File: config.mk
export PLATFORM = sky130hd
export DESIGN_NAME = hex_ascii_streamer
export DESIGN_NICKNAME = d
export VERILOG_FILES = /design/src/rtl/hex_ascii_streamer.sv
export SDC_FILE = /design/constraint.sdc
export NUM_CORES = 1
export LEC_CHECK = 0
export CORE_MARGIN = 4
export CORE_UTILIZATION = 52
export CTS_CLUSTER_DIAMETER = 50
export CTS_CLUSTER_SIZE = 20
export DETAILED_ROUTE_END_ITERATION = 8
export GPL_TIMING_DRIVEN = 0
export PLACE_DENSITY = 0.86
export SLEW_MARGIN = 15
export SYNTH_ARGS = -nofsm -noshare
export SYNTH_HDL_FRONTEND = slang
export SYNTH_SLANG_ARGS = --single-unit
File: constraint.sdc
create_clock -name CLK -period 1.87 [get_ports CLK]
set_clock_uncertainty 0.05 [all_clocks]
set_input_delay 0.2805 -clock CLK [delete_from_list [all_inputs] [get_ports CLK]]
set_output_delay 0.2805 -clock CLK [all_outputs]
set_load 0.01 [all_outputs]
File: src/rtl/hex_ascii_streamer.sv
// Streams one DATA_WIDTH-bit word as uppercase hex ASCII characters, MSB nibble first,
// with optional "0x" prefix and CR/LF terminator, over valid/ready handshakes.
module hex_ascii_streamer #(
    parameter int unsigned DATA_WIDTH = 32,
    parameter bit          PREFIX_EN  = 1'b1,
    parameter bit          TERM_EN    = 1'b1
) (
    input  logic                  CLK,
    input  logic                  RST,
    input  logic                  IN_VALID,
    output logic                  IN_READY,
    input  logic [DATA_WIDTH-1:0] IN_DATA,
    output logic                  OUT_VALID,
    input  logic                  OUT_READY,
    output logic [7:0]            OUT_CHAR,
    output logic                  BUSY
);

    localparam int unsigned NDIG = DATA_WIDTH / 4;
    localparam int unsigned CW   = $clog2(NDIG + 1);

    typedef enum logic [2:0] {
        IDLE,
        PFX0,
        PFX1,
        DIGIT,
        TCR,
        TLF
    } state_t;

    state_t                r_state;
    logic [DATA_WIDTH-1:0] r_shift;
    logic [CW-1:0]         r_cnt;
    logic                  r_in_ready;
    logic                  r_out_valid;
    logic [7:0]            r_out_char;
    logic                  r_busy;

    logic                  w_xfer;
    logic [DATA_WIDTH-1:0] w_shift_next;
    logic [7:0]            w_first_digit;
    logic [7:0]            w_head_digit;
    logic [7:0]            w_next_digit;

    function automatic logic [7:0] nib2ascii(input logic [3:0] n);
        nib2ascii = (n < 4'd10) ? (8'h30 + {4'h0, n}) : (8'h37 + {4'h0, n});
    endfunction

    assign w_xfer        = r_out_valid & OUT_READY;
    assign w_shift_next  = r_shift << 4;
    assign w_first_digit = nib2ascii(IN_DATA[DATA_WIDTH-1 -: 4]);
    assign w_head_digit  = nib2ascii(r_shift[DATA_WIDTH-1 -: 4]);
    assign w_next_digit  = nib2ascii(w_shift_next[DATA_WIDTH-1 -: 4]);

    // OUT_CHAR always holds the character of the current state; each transfer
    // pre-loads the next character so the sink sees one character per cycle.
    always_ff @(posedge CLK) begin
        if (RST) begin
            r_state     <= IDLE;
            r_shift     <= '0;
            r_cnt       <= '0;
            r_in_ready  <= 1'b1;
            r_out_valid <= 1'b0;
            r_out_char  <= '0;
            r_busy      <= 1'b0;
        end else begin
            case (r_state)
                IDLE: begin
                    if (IN_VALID) begin
                        r_shift     <= IN_DATA;
                        r_cnt       <= CW'(NDIG);
                        r_busy      <= 1'b1;
                        r_in_ready  <= 1'b0;
                        r_out_valid <= 1'b1;
                        if (PREFIX_EN) begin
                            r_state    <= PFX0;
                            r_out_char <= 8'h30;
                        end else begin
                            r_state    <= DIGIT;
                            r_out_char <= w_first_digit;
                        end
                    end
                end
                PFX0: begin
                    if (w_xfer) begin
                        r_state    <= PFX1;
                        r_out_char <= 8'h78;
                    end
                end
                PFX1: begin
                    if (w_xfer) begin
                        r_state    <= DIGIT;
                        r_out_char <= w_head_digit;
                    end
                end
                DIGIT: begin
                    if (w_xfer) begin
                        r_shift <= w_shift_next;
                        r_cnt   <= r_cnt - CW'(1);
                        if (r_cnt == CW'(1)) begin
                            if (TERM_EN) begin
                                r_state    <= TCR;
                                r_out_char <= 8'h0D;
                            end else begin
                                r_state     <= IDLE;
                                r_out_valid <= 1'b0;
                                r_busy      <= 1'b0;
                                r_in_ready  <= 1'b1;
                            end
                        end else begin
                            r_out_char <= w_next_digit;
                        end
                    end
                end
                TCR: begin
                    if (w_xfer) begin
                        r_state    <= TLF;
                        r_out_char <= 8'h0A;
                    end
                end
                TLF: begin
                    if (w_xfer) begin
                        r_state     <= IDLE;
                        r_out_valid <= 1'b0;
                        r_busy      <= 1'b0;
                        r_in_ready  <= 1'b1;
                    end
                end
                default: begin
                    r_state     <= IDLE;
                    r_out_valid <= 1'b0;
                    r_busy      <= 1'b0;
                    r_in_ready  <= 1'b1;
                end
            endcase
        end
    end

    assign IN_READY  = r_in_ready;
    assign OUT_VALID = r_out_valid;
    assign OUT_CHAR  = r_out_char;
    assign BUSY      = r_busy;

endmodule
==> metrics.txt <==
status=complete, no violations; Peak supply drop=0.500 mV; worst hold-check path type=reg2reg; WL per Instance=about 15 um; CP endpoint kind=register; Top FF cell, synth=dfxtp_1; syn_area_per_cell=8.12 um2; Final Total Pwr=0.00231 W; Fmax achieved=0.546 GHz; Tot GR Track Use=21.4%; Max Slew Vio Count=0; initial antenna violation count=0; 1st-iter DRT viols=151; final WL=between 6 and 7 mm; RSZ-0062 raised after global routing=yes; Cell Pwr Density=~740 nW/um2; worst path required time=slightly above 2 ns; family with the most delay on the worst path=simple AND/OR/NAND/NOR gates; final count of negative-setup-slack endpoints=0; Cells after Synth=304; Starting Density=roughly 55%; Max-slew headroom=58.5%; top cells by area, synth=dfxtp_1, nand2_1, a311oi_1; 1st-pass router iterations=5; Max Buffers Root-to-Sink=2; # IOs=47; Final Util=between 60% and 70%; Slowest-stage cell, CP=or3b_2; NetSw=approximately 0.00066 W; post-synth top area share=38.9%; Critical path buffers and inverters=2; R2R Path End=OUT_CHAR[6]; fin crit period=between 1.5 and 2 ns; Reg2Reg Depth=6; CP arrival=1.99 ns; Final Cycle Share=98.0%; Logic pwr share=20.5%; library cells used by synthesis=43; Startpoint Class=register; first-pass GRT wire length=between 10 and 15 mm; largest net degree at the start of global routing=15; hold_buf cts=0; clk slew on worst S/H paths=0.09 ns; Mapped Area=2470 um2; H-tree Lvls=2; FF+latch area=961 um2; Die X=76.9 um; share of cells above drive strength 1=a little under an eighth; sw frac=28.6%; area of the multi-input gates=1360 um2; Setup CP Type=reg2reg; sequential area share after synthesis=38.9%; Yosys warnings=0; vias in the first global route=between 2000 and 2500; Critical Path Max Stage Delay=0.51 ns; Mapped Nets=344; largest family of logic cells by synthesized area=compound AO/OA/AOI/OAI gates; DIE AREA=5910 um2; total grt overflow=0; CTS tree=yes; drt via density=5.94; fillers=392; final hold vios=0; R2R Path Start=r_state[2]; Reg2Reg Setup Slack=0.04 ns; Chip Height=76.9 um; Finished Layout Cells=411; Antenna Cells=0; final hold slack=0.426 ns; Worst-Margin Slew=0.622 ns; Synth Area in Compound Gates=27.5%; #FFs+latches synth=48; Internal Power=0.00165 W; Setup WS pre-CTS=-0.275 ns; CTS root buffer=clkbuf_8; post-synthesis adder-cell area fraction=2.03%; core footprint=4470 um2; worst-skew pair later-pin latency=0.31 ns; worst setup margin=between 0.03 and 0.04 ns; Hold Path Sink=r_shift[20]; Cells on Worst Hold Path=2; nets=about 400; Area Growth Syn to Fin=26.9%; multiplexer share of the synthesized area=0%; number of I/O port buffers=45; Post-DP HPWL=4.58 mm; Clock Power Share=between 20 and 30%; Commonest cells post-synth=nand2_1, dfxtp_1, nor2_1; Post-route DRC=0; library cell with the largest summed area after synthesis=dfxtp_1; Placer Congestion=0.888; most frequent cell after synthesis=nand2_1; max-capacitance violation count=0; share of synthesized registers carrying an async set or reset=0%; critical path fanouts, max=9; routed vias=2441; xor/xnor share of the synthesized area=1.42%; Reg power frac=51.0%; EDFF count, synth=0; clk sinks=48; # rows=24; placed insts=~400; Detail Route Antenna Nets=0; Leakage=1.16 nW; Hold Path Origin=r_shift[16]; critical path cell sequence=clkbuf_4 > or3b_2 > a21oi_4 > buf_4 > nor3_1 > a22o_1; CTS buffer count=5; post-synthesis simple-gate area fraction=23.0%
-- state kept, by name (all words and copies together) (netlist names) --
register / flops
r_cnt: 4
r_shift: 32
OUT_CHAR: 7
IN_READY: 1
r_state: 3
BUSY: 1
-- power by group through the flow --
stage | Clock (W) | Combinational [W] | Sequential, W
after floorplan | 0 | 0.000294 | 0.00118
after global placement | 0 | 0.000451 | 0.00119
after detailed placement | 0 | 0.000462 | 0.00120
after CTS | 0.000671 | 0.000465 | 0.00118
after global routing | 0.000709 | 0.000528 | 0.00119
final | 0.000659 | 0.000475 | 0.00118
-- area by class of cell --
class / instances / area share, %
Buffer: 25 / 4.91
Clock buffer: 7 / 2.76
Clock inverter: 1 / 0.240
Inverter: 9 / 1.08
Multi-Input combinational cell: 222 / 43.3
Sequential cell: 48 / 30.7
Tap cell: 52 / 2.08
Timing Repair Buffer: 47 / 14.9
-- kinds of logic (layout without fill, tap and decap cells) --
family                     count (synthesis)  after routing
and+or+nand+nor                          130            130
buffers and inverters                     34             89
DFF                                       48             48
AOI/OAI and AO/OA                         83             83
xor gates and xnor gates                   4              4
adders and majority gates                  4              4
other                                      1              1
-- worst max-delay path by stage --
| stage | startpoint | to | slack [ns] | cells past startpoint |
|---|---|---|---|---|
| after CTS | IN_VALID | r_shift[11] | 0.03 | 7 |
| after floorplan | r_state[1] | r_shift[10] | 0.24 | 7 |
| after global placement | IN_VALID | r_shift[6] | -0.27 | 6 |
| after detailed placement | IN_VALID | r_shift[11] | -0.27 | 7 |
| final | r_state[2] | OUT_CHAR[6] | 0.04 | 6 |
| after global routing | r_shift[29] | OUT_CHAR[6] | -0.05 | 6 |
-- timing repair --
| item | CTS | global route |
|---|---|---|
| buffers inserted | 0 | 2 |
| gates resized for setup | 1 | 22 |
| endpoints found under the setup margin | 1 | 28 |
| pin swaps | 0 | 3 |
-- per-layer routing --
metal,routed length (um),part of all wire (%),up-vias,global-route usage [%]
met2,2980,48,103,35.5
met3,366,5.9,13,5.04
met5,0,0,-,0
met1,2750,44,1134,26.7
met4,132,2.1,0,8.33
li1,-,-,1191,-
-- per-stage QoR --
| step | area, um2 | TNS [ns] |
|---|---|---|
| after floorplan | 2470 | 0 |
| final | 3130 | 0 |
| after global placement | 2980 | -7.01 |
| after detailed placement | 2980 | -7.33 |
| after global routing | 3130 | -0.147 |
| after CTS | 3080 | 0 |
-- placed cells by master (no fill, tap or decap), drive strengths merged, types with 2 or more instances in the layout --
cell type      instances
nand2                 61
dfxtp                 48
clkdlybuf4s50         44
nor2                  40
a311oi                29
clkbuf                19
a21oi                 16
buf                   15
o21ai                 10
inv                    9
a22oi                  7
nor3                   7
a211oi                 6
xnor2                  4
ha                     4
nor2b                  3
or3b                   3
a2111oi                3
nand2b                 2
nand3b                 2
and3                   2
a31oi                  2
nand3                  2
and2                   2
a21o                   2
o211ai                 2
nor3b                  2
-- worst register-to-register path, stage by stage, from the launching register on --
cell and delay (ns):
dfxtp_1 0.32, clkbuf_4 0.19, or3b_2 0.52, a21oi_4 0.26
buf_4 0.15, nor3_1 0.04, a22o_1 0.19
Note: power is estimated with default switching activity, not from simulation.
